## src/rtl/neuron_pkg.sv

```systemverilog
// Shared types and helpers for the spike interface blocks.
package neuron_pkg;

    typedef enum logic [0:0] {
        IDLE  = 1'b0,
        ACCUM = 1'b1
    } dec_state_e;

    // Clip a non-negative count to the largest positive value of a signed bits-wide word.
    function automatic int unsigned sat_pos(input int unsigned count, input int unsigned bits);
        int unsigned max_pos;
        max_pos = (32'd1 << (bits - 1)) - 32'd1;
        return (count > max_pos) ? max_pos : count;
    endfunction

endpackage

```

## src/rtl/spike_window_counter.sv

```systemverilog
// Counts sample strobes and spikes over a window; pulses o_window_done on the closing sample.
module spike_window_counter
    import neuron_pkg::*;
#(
    parameter int unsigned WINDOW   = 16,
    parameter int unsigned CNT_BITS = $clog2(WINDOW + 1)
) (
    input  logic                i_clk,
    input  logic                i_rst,
    input  logic                i_active,
    input  logic                i_sample,
    input  logic                i_spike,
    output logic [CNT_BITS-1:0] o_count,
    output logic                o_window_done
);

    logic [CNT_BITS-1:0] r_sample_cnt;
    logic [CNT_BITS-1:0] r_spike_cnt;
    logic                w_last;
    logic                w_step;

    assign w_last        = (r_sample_cnt == CNT_BITS'(WINDOW - 1));
    assign w_step        = i_active && i_sample;
    assign o_window_done = w_step && w_last;
    // Includes the current spike so the closing sample is part of the result.
    assign o_count       = r_spike_cnt + CNT_BITS'(i_spike);

    always_ff @(posedge i_clk or posedge i_rst) begin
        if (i_rst) begin
            r_sample_cnt <= '0;
            r_spike_cnt  <= '0;
        end else if (!i_active || o_window_done) begin
            r_sample_cnt <= '0;
            r_spike_cnt  <= '0;
        end else if (i_sample) begin
            r_sample_cnt <= r_sample_cnt + CNT_BITS'(1);
            r_spike_cnt  <= o_count;
        end
    end

endmodule

```

## src/rtl/spike_rate_decoder.sv

```systemverilog
// Converts windowed spike counts into saturated signed data with a one-entry output buffer.
module spike_rate_decoder
    import neuron_pkg::*;
#(
    parameter int unsigned WINDOW    = 16,
    parameter int unsigned data_bits = 4,
    parameter int unsigned CNT_BITS  = $clog2(WINDOW + 1)
) (
    input  logic                 clk,
    input  logic                 rst,
    input  logic                 en,
    input  logic                 sample,
    input  logic                 spike_in,
    output logic [data_bits-1:0] data_out,
    output logic                 data_valid,
    input  logic                 data_ready,
    output logic                 overrun
);

    dec_state_e          r_state;
    logic [data_bits-1:0] r_data;
    logic                r_valid;
    logic                r_overrun;
    logic                w_active;
    logic                w_done;
    logic                w_free;
    logic [CNT_BITS-1:0] w_count;

    assign w_active = (r_state == ACCUM) && en;
    assign w_free   = !r_valid || data_ready;

    spike_window_counter #(
        .WINDOW   (WINDOW),
        .CNT_BITS (CNT_BITS)
    ) u_counter (
        .i_clk         (clk),
        .i_rst         (rst),
        .i_active      (w_active),
        .i_sample      (sample),
        .i_spike       (spike_in),
        .o_count       (w_count),
        .o_window_done (w_done)
    );

    always_ff @(posedge clk or posedge rst) begin
        if (rst) begin
            r_state <= IDLE;
        end else begin
            r_state <= en ? ACCUM : IDLE;
        end
    end

    always_ff @(posedge clk or posedge rst) begin
        if (rst) begin
            r_data    <= '0;
            r_valid   <= 1'b0;
            r_overrun <= 1'b0;
        end else if (w_done && w_free) begin
            r_data  <= data_bits'(sat_pos(32'(w_count), data_bits));
            r_valid <= 1'b1;
        end else if (w_done) begin
            // Buffer still held by an unconsumed result: drop the new one.
            r_overrun <= 1'b1;
        end else if (r_valid && data_ready) begin
            r_valid <= 1'b0;
        end
    end

    assign data_out   = r_data;
    assign data_valid = r_valid;
    assign overrun    = r_overrun;

endmodule

```

## config.mk

```make
export PLATFORM = sky130hd
export DESIGN_NAME = spike_rate_decoder
export DESIGN_NICKNAME = d
export VERILOG_FILES = /design/src/rtl/neuron_pkg.sv /design/src/rtl/spike_window_counter.sv /design/src/rtl/spike_rate_decoder.sv
export SDC_FILE = /design/constraint.sdc
export NUM_CORES = 1
export LEC_CHECK = 0
export CAP_MARGIN = 40
export CORE_ASPECT_RATIO = 1.5
export CORE_MARGIN = 3
export CORE_UTILIZATION = 30
export CTS_BUF_LIST = sky130_fd_sc_hd__clkbuf_4
export DETAILED_ROUTE_END_ITERATION = 7
export DONT_BUFFER_PORTS = 1
export GPL_TIMING_DRIVEN = 1
export PLACE_DENSITY_LB_ADDON = 0.25
export SYNTH_ARGS = -nofsm -noshare
export SYNTH_HDL_FRONTEND = slang
export SYNTH_SLANG_ARGS = --single-unit
```

## constraint.sdc

```tcl
create_clock -name clk -period 1.9 [get_ports clk]
set_clock_uncertainty 0.05 [all_clocks]
set_input_delay 0.38 -clock clk [delete_from_list [all_inputs] [get_ports clk]]
set_output_delay 0.38 -clock clk [all_outputs]
set_load 0.02 [all_outputs]
```

# After elaboration in Yosys (flattened, before gate mapping)
# Index checks and enable logic that the tools add are counted.
[totals]
reg_bits = 17
in_bits = 6
out_inout_bits = 6
wordCells = 34
[op_classes]
add_sub_neg = 2
magnitude_cmp = 1
n_eq_ne = 2
muxes = 9
bitwise = 1
reduce_logical = 13
[ops]
columns = ["operator", "n"]
rows = [
  ["two-way mux 5 bit", 4],
  ["adder 5 x 1 -> 5 bit", 1],
  ["adder 5 x 1 -> 5 bit (second input constant)", 1],
  ["== test 5 x 4 -> 1 bit (second input constant)", 1],
  ["greater-than comparator 5 x 3 -> 1 bit (second input constant)", 1],
  ["logical AND 1 bit", 5],
  ["two-way mux 1 bit", 4],
  ["two-way mux 4 bit", 1],
  ["AND reduction 2 bit", 2],
  ["nonzero test 2 bit", 2],
  ["logical NOT 1 bit", 2],
  ["logical OR 1 bit", 2],
  ["inequality test 2 bit (second input constant)", 1],
  ["NOT 1 bit", 1],
]

# Logic depth before layout (Yosys ltp)
# Gate-level depths: netlist of the first run.
[depth]
word_depth = 6
mapped_depth = 7

# Cells and area by module
# A second synthesis of the first run with hierarchy kept.
[hier_totals]
hier_cells = 77
area_unflattened_um2 = 857.1
[by_module_without_submodules]
columns = ["mod", "n_inst", "cells_each", "area_per_inst_um2", "seq_area_each_um2"]
rows = [
  ["spike_window_counter", 1, 52, 553.0, 250.2],
  ["spike_rate_decoder", 1, 25, 304.0, 175.2],
]

# Worst setup path after synthesis of the first run
# OpenSTA, ideal clock, no wires.
[synth_path]
kind = "flip-flop to flip-flop"
start = "register u_counter.r_sample_cnt[0]"
end = "register u_counter.r_sample_cnt[3]"
setup_time_ns = 0.080
t_arrival_ns = 1.580
t_required_ns = 1.770
slack_ns = 0.191
path_stages_with_launch = 8
path_buffers = 1
cell_sequence = "dfrtp_1 -> ha_1 -> and3_1 -> ha_1 -> and4b_1 -> buf_4 -> nand4_1 -> o22ai_2"
[synth_between]
elab_chain_cells = 4
[synth_lines]
columns = ["element", "line", "rtl"]
rows = [
  ["start: declaration", "spike_window_counter.sv:17", "logic [CNT_BITS-1:0] r_sample_cnt;"],
  ["start signal: assignment", "spike_window_counter.sv:36", "r_sample_cnt <= r_sample_cnt + CNT_BITS'(1);"],
  ["parallel branches: the longest is 4 deep, another holds adder 5 x 1 -> 5 bit", "-", ""],
]
# Several ways; the timed one is not identified. The select of a mux whose other input is x is not followed.
# A chain may end at the register's enable or synchronous reset.

# Worst setup path in the final report of the first run
[layout_path]
start = "register u_counter.r_sample_cnt[1]"
end = "register u_counter.r_spike_cnt[4]"
[layout_between]
elab_chain_cells = 4
[layout_lines]
columns = ["element", "line", "rtl"]
rows = [
  ["== test 5 x 4 -> 1 bit *", "spike_window_counter.sv:22", "assign w_last = (r_sample_cnt == CNT_BITS'(WINDOW - 1));"],
  ["logical AND 1 bit *", "spike_window_counter.sv:24", "assign o_window_done = w_step && w_last;"],
  ["logical OR 1 bit *", "spike_window_counter.sv:32", "end else if (!i_active || o_window_done) begin"],
  ["two-way mux 5 bit or nonzero test 2 bit (tied branches)", "-", ""],
  ["end signal: assignment", "spike_window_counter.sv:37", "r_spike_cnt <= o_count;"],
  ["end: declaration", "spike_window_counter.sv:18", "logic [CNT_BITS-1:0] r_spike_cnt;"],
]
# Mark *: on every way between the ends. The rest lies on a longest branch, timed or not.

==> qor.csv, run 1 <==
stage,metric,value,unit
outcome,status,"finished, violations left",
outcome,violations,negative hold slack,
route,dr.pass1.iters,2,
clock_tree,root_buffer,clkbuf_4,
power_and_ir_drop,p_comb_share,4.5,%
hold_path,min_path_type,primary input to asynchronous set/reset pin,
logic_synthesis,synthDistinctLibCells,31,
timing,final_worst_hold_slack,-7.672,ps
global_routing,number_of_global_route_vias_before_repair,653,
clock_tree,h_tree_depth,1,
final_layout,regArea,425.4,sq um
timing,fmaxAchievable,549.0,MHz
global_routing,initial_antenna_violation_count,0,
logic_synthesis,portion_of_synthesized_cell_area_occupied_by_the_leading_cell_type,50.75,%
timing,tns,0,ps
worst_setup_path,critical_path.endpoint_type,flip-flop,
route,drt-initial-drc-count,11,
logic_synthesis,ys_async_sr_fraction,100.0,%
timing,worst_slew_slack_as_a_fraction_of_its_limit,57.19,%
worst_setup_path,r2r_start,u_counter.r_sample_cnt[1],
power_and_ir_drop,power_density,633.0,nW/um^2
global_routing,grt_max_degree,18,
clock_tree,cts.path.max_buffers,2,
die,core,2560,sq um
route,drcViolationCount,0,
timing,final_critical_period,1822,ps
global_routing,gr-usage-all-layers,10.50,%
worst_setup_path,crit_slowest_cell,dfrtp_1,
logic_synthesis,synth_area_leaders,"dfrtp_1, ha_1, a22o_1, nor2b_1, a2bb2oi_1",
route,postRouteAntennaNets,0,
route,final_routed_wirelength_across_all_metal_layers,1672,um
power_and_ir_drop,total_leakage_power,0.4248,nW
logic_synthesis,synthesis.yosys.warnings,0,
die,floorplan.die_area,3478,sq um
worst_setup_path,regToRegEndpoint,u_counter.r_spike_cnt[4],
power_and_ir_drop,peakVddDrop,386.8,uV
power_and_ir_drop,seq_power_share,62.2,%
placement,gp_congestion,0.7397,
power_and_ir_drop,p_int,452.6,uW
die,die_h,70.74,um
worst_setup_path,timing.critical_path.required,2080,ps
timing,slew_at_the_pin_closest_to_its_max_slew_limit,641.4,ps
logic_synthesis,synth-seq-cells,17,
worst_setup_path,worst-r2r-cell-count,6,
logic_synthesis,synth_top_area_cell,dfrtp_1,
final_layout,multi_input_gate_area,411.6,sq um
worst_setup_path,path_depth,6,
clock_tree,clock_latency,300,ps
final_layout,layout_cells_sized_above_1,16.25,%
placement,dp.final_hpwl,1204,um
worst_setup_path,path_delay_family,simple AND/OR/NAND/NOR gates,
route,vias_per_cell,5.147,
power_and_ir_drop,report.power.total,592.4,uW
power_and_ir_drop,netSwitchingFraction,23.59,%
power_and_ir_drop,pwr-share-clk,33.3,%
die,io_pins,12,
route,number_of_vias_after_detailed_routing,597,
final_layout,areaGrowthSynthToFinish,11.64,%
logic_synthesis,mappedNetlistArea,838.3,sq um
clock_tree,cts_buffers,3,
worst_setup_path,crit_path_cell_trace,ha_1 -> and3_1 -> ha_2 -> nand4b_1 -> buf_4 -> o21ai_1,
logic_synthesis,syn_area_per_cell,11.03,sq um
worst_setup_path,critical_path.n_buffers_inverters,1,
final_layout,layout_commonest_cell,dfrtp_1,
die,initial_utilization,32.75,%
clock_tree,cts_tree,built,
die,floorplan.rows,22,
logic_synthesis,postSynth.topFlopCell,dfrtp_1,
global_routing,grt_pass1_wl,2856,um
timing,endpoints_failing_hold,13,
final_layout,fillerInstances,262,
timing,slew_viol_final,0,
placement,io_buffers,0,
clock_tree,cts-hold-fix-buffers,0,
final_layout,final_design_area_no_fill,935.9,sq um
worst_setup_path,timing_worst_setup_path_type,flip-flop to flip-flop,
clock_tree,cts_num_sinks,17,
final_layout,layout_common_cells,"dfrtp_1, nand2_1, nor2b_1",
power_and_ir_drop,p_switching,139.7,uW
placement,placedInstanceArea,872.1,sq um
worst_setup_path,arrival,2000,ps
die,die-width,49.16,um
logic_synthesis,mappedNetlistNets,86,
run,drv_cap,0,
route,average_wire_length_per_cell_after_detail_routing,14.41,um
worst_setup_path,reg2reg_setup_slack,80,ps
timing,report.final.setup_viol,0,
final_layout,num-nets-final,91,
worst_setup_path,cp_slowest_stage_delay,430,ps
logic_synthesis,synth_seq_area_share,50.75,%
final_layout,antenna_cells_inserted,0,
worst_setup_path,crit_path_max_fanout,6,
logic_synthesis,netlist_instances,76,
logic_synthesis,synth_edf_count,0,
timing,post-route-period-util,95.88,%
worst_setup_path,start_kind,flip-flop,
global_routing,grt_overflow,0,
clock_tree,clkSlewWorstSetupHoldPaths,100,ps
[worst register-to-register path, cell delays in order (launching register included)]
cell and delay [ps]:
dfrtp_1 430, ha_1 210, and3_1 190, ha_2 210
nand4b_1 320, buf_4 220, o21ai_1 120
[power by group through the flow]
stage / clock network (mW) / logic (mW) / registers (mW)
6_report: 0.197 / 0.0265 / 0.369
5_1_grt: 0.213 / 0.0298 / 0.369
4_1_cts: 0.205 / 0.0257 / 0.368
3_5_place_dp: 0 / 0.0259 / 0.375
3_3_place_gp: 0 / 0.0256 / 0.375
2_1_floorplan: 0 / 0.0207 / 0.375
[worst max path at each step]
stage / endpoint / start
2_1_floorplan: u_counter.r_sample_cnt[3] / u_counter.r_sample_cnt[0]
3_3_place_gp: u_counter.r_sample_cnt[3] / u_counter.r_sample_cnt[1]
3_5_place_dp: u_counter.r_sample_cnt[3] / u_counter.r_sample_cnt[1]
4_1_cts: u_counter.r_sample_cnt[3] / u_counter.r_sample_cnt[1]
5_1_grt: u_counter.r_spike_cnt[2] / u_counter.r_sample_cnt[1]
6_report: u_counter.r_spike_cnt[4] / u_counter.r_sample_cnt[1]
[per-layer routing]
metal / up-vias / part of all wire (%) / routed length, um / global-route usage, %
met2: 13 / 46 / 777 / 17.16
li1: 287 / - / - / -
met1: 292 / 46 / 769 / 12.13
met3: 5 / 5.3 / 89 / 3.158
met5: - / 0 / 0 / 0
met4: 0 / 2.2 / 36 / 5.696
[flip-flops by register name, indices dropped and copies added (netlist names)]
signal,cells
data_valid,1
u_counter.r_spike_cnt,5
overrun,1
data_out,4
r_state,1
u_counter.r_sample_cnt,5
[timing repair]
action / 4_1_cts / 5_1_grt
setup buffers: 0 / 1
resized for setup: 0 / 6
setup endpoints to repair: 0 / 6
hold endpoints to repair: 0 / 0
[cells in the mapped netlist (all sizes together) (2+ instances only)]
master,instances
xor2,2
a21oi,2
nand2,5
nor2b,5
a2bb2oi,3
a22o,4
dfrtp,17
o21bai,2
nor3,3
ha,4
nand4,3
o21ai,4
o22ai,2
inv,3
buf,2
nand3,3
nor2,3
[area by class of cell]
type | instances | area share, %
Inverter | 3 | 1.203
Clock inverter | 1 | 0.5348
Clock buffer | 3 | 2.406
Timing Repair Buffer | 2 | 1.604
Tap cell | 36 | 4.813
Sequential cell | 17 | 45.45
Multi-Input combinational cell | 54 | 43.98
[metrics by stage]
step                      std cells  worst slack, ps  util [%]
after CTS                       115            12.08     35.14
after global placement          111            59.93     34.07
final                           116            78.37     36.56
after detailed placement        111            39.02     34.07
after global routing            116           -7.405     36.56
after floorplan                  76            190.7         -
[cell families after synthesis]
kind of cell    Yosys count  share of synthesized area [%]
simple gates             29                          20.90
xor+xnor                  2                          2.090
flops                    17                          50.75
fa+ha+maj                 4                          5.970
compound gates           19                          16.72
buf+inv                   5                          3.582
No activity file was read; power rests on OpenSTA's default activity.
==> run 2: changes to the inputs <==
- GPL_TIMING_DRIVEN: 1 -> not set
==> results of run 2 <==
The final DEF is identical to that of run 1; final timing and power are the same.
==> run 3: changes to the inputs <==
- CTS_CLUSTER_DIAMETER: not set -> 60
- HOLD_SLACK_MARGIN: not set -> 0.1
- SYNTH_HIERARCHICAL: not set -> 1
==> qor.csv, run 3 <==
stage,metric,value,unit,change
global_routing,grt_overflow,0,,unchanged
worst_setup_path,r2r_start,u_counter/r_sample_cnt[0],,
placement,post-place-ws,247.3,ps,+208.3 ps
die,io_pins,12,,unchanged
route,postRouteAntennaNets,0,,unchanged
hold_path,timing.hold.worst_path_depth,1,,
route,dr.pass1.iters,4,,+2
logic_synthesis,netlist_instances,77,,+1.3%
worst_setup_path,worst-r2r-cell-count,6,,unchanged
timing,endpoints_failing_hold,0,,-13
global_routing,gr-usage-all-layers,9.429,%,-1.1 points
worst_setup_path,timing.critical_path.required,2040,ps,-40 ps
timing,slew_at_the_pin_closest_to_its_max_slew_limit,418.1,ps,-223.3 ps
logic_synthesis,synth_area_leaders,"dfrtp_1, xor2_1, ha_1, nor2_1, mux2i_1",,
logic_synthesis,yosys-top-cells-count,"dfrtp_1, nor2_1, xor2_1",,
outcome,status,"complete, no violations",,
final_layout,fillerInstances,295,,+13%
power_and_ir_drop,pwr-share-clk,35.1,%,+1.8 points
logic_synthesis,synth_edf_count,0,,unchanged
hold_path,hold_path_end,u_counter/r_sample_cnt[4],,
power_and_ir_drop,netSwitchingFraction,22.77,%,-0.82 points
power_and_ir_drop,p_int,474.1,uW,+4.7%
placement,dp.final_hpwl,1025,um,-15%
route,number_of_vias_after_detailed_routing,549,,-8.0%
logic_synthesis,synth-seq-cells,17,,unchanged
timing,tns,0,ps,unchanged
worst_setup_path,start_kind,flip-flop,,
final_layout,layout_cells_sized_above_1,13.92,%,-2.3 points
route,drcViolationCount,0,,unchanged
worst_setup_path,reg2reg_setup_slack,250,ps,+170 ps
worst_setup_path,regToRegEndpoint,data_out[2],,
final_layout,num-nets-final,90,,-1.1%
global_routing,number_of_global_route_vias_before_repair,602,,-7.8%
timing,worst_slew_slack_as_a_fraction_of_its_limit,72.10,%,+15 points
clock_tree,h_tree_depth,1,,unchanged
power_and_ir_drop,seq_power_share,60.1,%,-2.1 points
timing,final.setup.worst_slack,252.5,ps,+174.1 ps
timing,final_critical_period,1648,ps,-174.1 ps
power_and_ir_drop,power_density,671.2,nW/um^2,+6.0%
timing,slew_viol_final,0,,unchanged
logic_synthesis,syn_area_per_cell,11.13,sq um,+0.91%
worst_setup_path,arrival,1780,ps,-220 ps
power_and_ir_drop,total_leakage_power,0.4357,nW,+2.6%
logic_synthesis,synth_seq_area_share,49.64,%,-1.1 points
power_and_ir_drop,p_switching,139.8,uW,about the same
power_and_ir_drop,p_comb_share,4.9,%,+0.4 points
timing,grt_setup_unrepaired,false,,
clock_tree,clkSlewWorstSetupHoldPaths,110,ps,about the same
clock_tree,cts_num_sinks,17,,unchanged
timing,post-route-period-util,86.71,%,-9.2 points
power_and_ir_drop,peakVddDrop,230.6,uV,-40%
logic_synthesis,synth_top_area_cell,dfrtp_1,,
power_and_ir_drop,report.power.total,613.9,uW,+3.6%
die,die-width,49.64,um,+0.98%
logic_synthesis,ys_async_sr_fraction,100.0,%,unchanged
die,die_h,71.46,um,+1.0%
worst_setup_path,critical_path.endpoint_type,flip-flop,,
logic_synthesis,portion_of_synthesized_cell_area_occupied_by_the_leading_cell_type,49.64,%,-1.1 points
hold_path,hold_start,sample,,
worst_setup_path,crit_path_max_fanout,8,,+2
clock_tree,cts-resized-gates,0,,unchanged
logic_synthesis,synthDistinctLibCells,26,,-16%
clock_tree,cts_tree,built,,
placement,io_buffers,0,,unchanged
run,drv_cap,0,,unchanged
timing,fmaxAchievable,607.0,MHz,+11%
die,floorplan.rows,23,,+4.5%
global_routing,initial_antenna_violation_count,0,,unchanged
route,vias_per_cell,4.733,,-8.0%
logic_synthesis,postSynth.topFlopCell,dfrtp_1,,
clock_tree,cts_buffers,3,,unchanged
logic_synthesis,synthesis.yosys.warnings,6,,+6
final_layout,layout_common_cells,"dfrtp_1, nor2_1, xor2_1",,
logic_synthesis,yosys.cell_count.top_type,dfrtp_1,,
final_layout,instances_no_fill,116,,unchanged
final_layout,antenna_cells_inserted,0,,unchanged
clock_tree,root_buffer,clkbuf_4,,
hold_path,min_path_type,primary input to flip-flop,,
placement,dp.cells,110,,-0.90%
timing,report.final.setup_viol,0,,unchanged
die,initial_utilization,31.68,%,-1.1 points
global_routing,grt_max_degree,14,,-4
logic_synthesis,mappedNetlistNets,87,,+1.2%
route,final_routed_wirelength_across_all_metal_layers,1356,um,-19%
final_layout,areaGrowthSynthToFinish,6.715,%,
die,core,2705,sq um,+5.7%
placement,gp_congestion,0.6727,,-9.1%
final_layout,layout_commonest_cell,dfrtp_1,,
route,average_wire_length_per_cell_after_detail_routing,11.69,um,-19%
global_routing,grt_pass1_wl,2559,um,-10%
clock_tree,cts.path.max_buffers,2,,unchanged
route,drt-initial-drc-count,11,,unchanged
logic_synthesis,mappedNetlistArea,857.1,sq um,+2.2%
die,floorplan.die_area,3547,sq um,+2.0%
worst_setup_path,timing_worst_setup_path_type,flip-flop to flip-flop,,
clock_tree,clock_latency,300,ps,about the same
[run 3: changes by cell type after synthesis, sizes merged, moves of 4 or more]
cell / before / now
a22o: 4 / 0
xor2: 2 / 6
nor2b: 5 / 0
o21ai: 4 / 0
nor2: 3 / 10
[run 3: what timing repair did]
action,4_1_cts,5_1_grt
buffers inserted,0,0
hold endpoints to repair,18,0
hold buffers,2,0
[run 3: routing by layer]
| metal | GRT usage, % | part of all wire, % | vias up |
|---|---|---|---|
| met2 | 15.61 | 50 | 11 |
| met1 | 10.38 | 43 | 272 |
| met3 | 2.495 | 5.0 | 4 |
| met5 | 0 | 0 | - |
| li1 | - | - | 262 |
| met4 | 6.462 | 2.7 | 0 |
[run 3: worst max-delay path: stages (launching register included)]
cell	delay (ps)
dfrtp_1	440
ha_1	230
and3_1	180
ha_1	180
and3_2	280
a21oi_2	130
a31oi_1	50
[run 3: cells by family after synthesis]
kind of cell | synth area share (%)
simple gates | 17.66
flops | 49.64
compound gates | 7.885
xor+xnor | 9.198
buf+inv | 6.276
fa+ha+maj | 5.840
mux | 3.504
[run 3: area by class of cell]
class	instances	area (sq um)	area share, %
clock buffer	4	30.03	3.283
timing repair buffer	2	20.02	2.189
sequential	17	425.4	46.51
tap	37	46.29	5.062
inverter	4	15.01	1.642
multi-input combinational	52	377.9	41.31
[run 3: how the worst max path moves through the flow]
| stage | from | to | slack [ps] |
|---|---|---|---|
| final | u_counter/r_sample_cnt[0] | data_out[2] | 250 |
| after CTS | u_counter/r_sample_cnt[0] | data_out[2] | 240 |
| after global placement | u_counter/r_sample_cnt[0] | data_out[0] | 290 |
| after global routing | u_counter/r_sample_cnt[0] | data_out[2] | 120 |
| after detailed placement | u_counter/r_sample_cnt[0] | data_out[2] | 250 |
| after floorplan | u_counter/r_sample_cnt[0] | data_out[0] | 260 |
[run 3: stage by stage]
step,area (sq um),utilization [%],hold slack (ps)
floorplan,857.1,-,133.4
global placement,864.6,31.96,162.1
detailed placement,864.6,31.96,168.5
CTS,914.6,33.81,102.3
global route,914.6,33.81,103.3
finish,914.6,33.81,122.0
[run 3: power by group through the flow]
stage	combinational, mW	sequential, mW	clock, mW
after CTS	0.0309	0.369	0.227
after global placement	0.0271	0.376	0
final	0.0299	0.369	0.215
after floorplan	0.0267	0.375	0
after detailed placement	0.0274	0.376	0
after global routing	0.0361	0.370	0.234
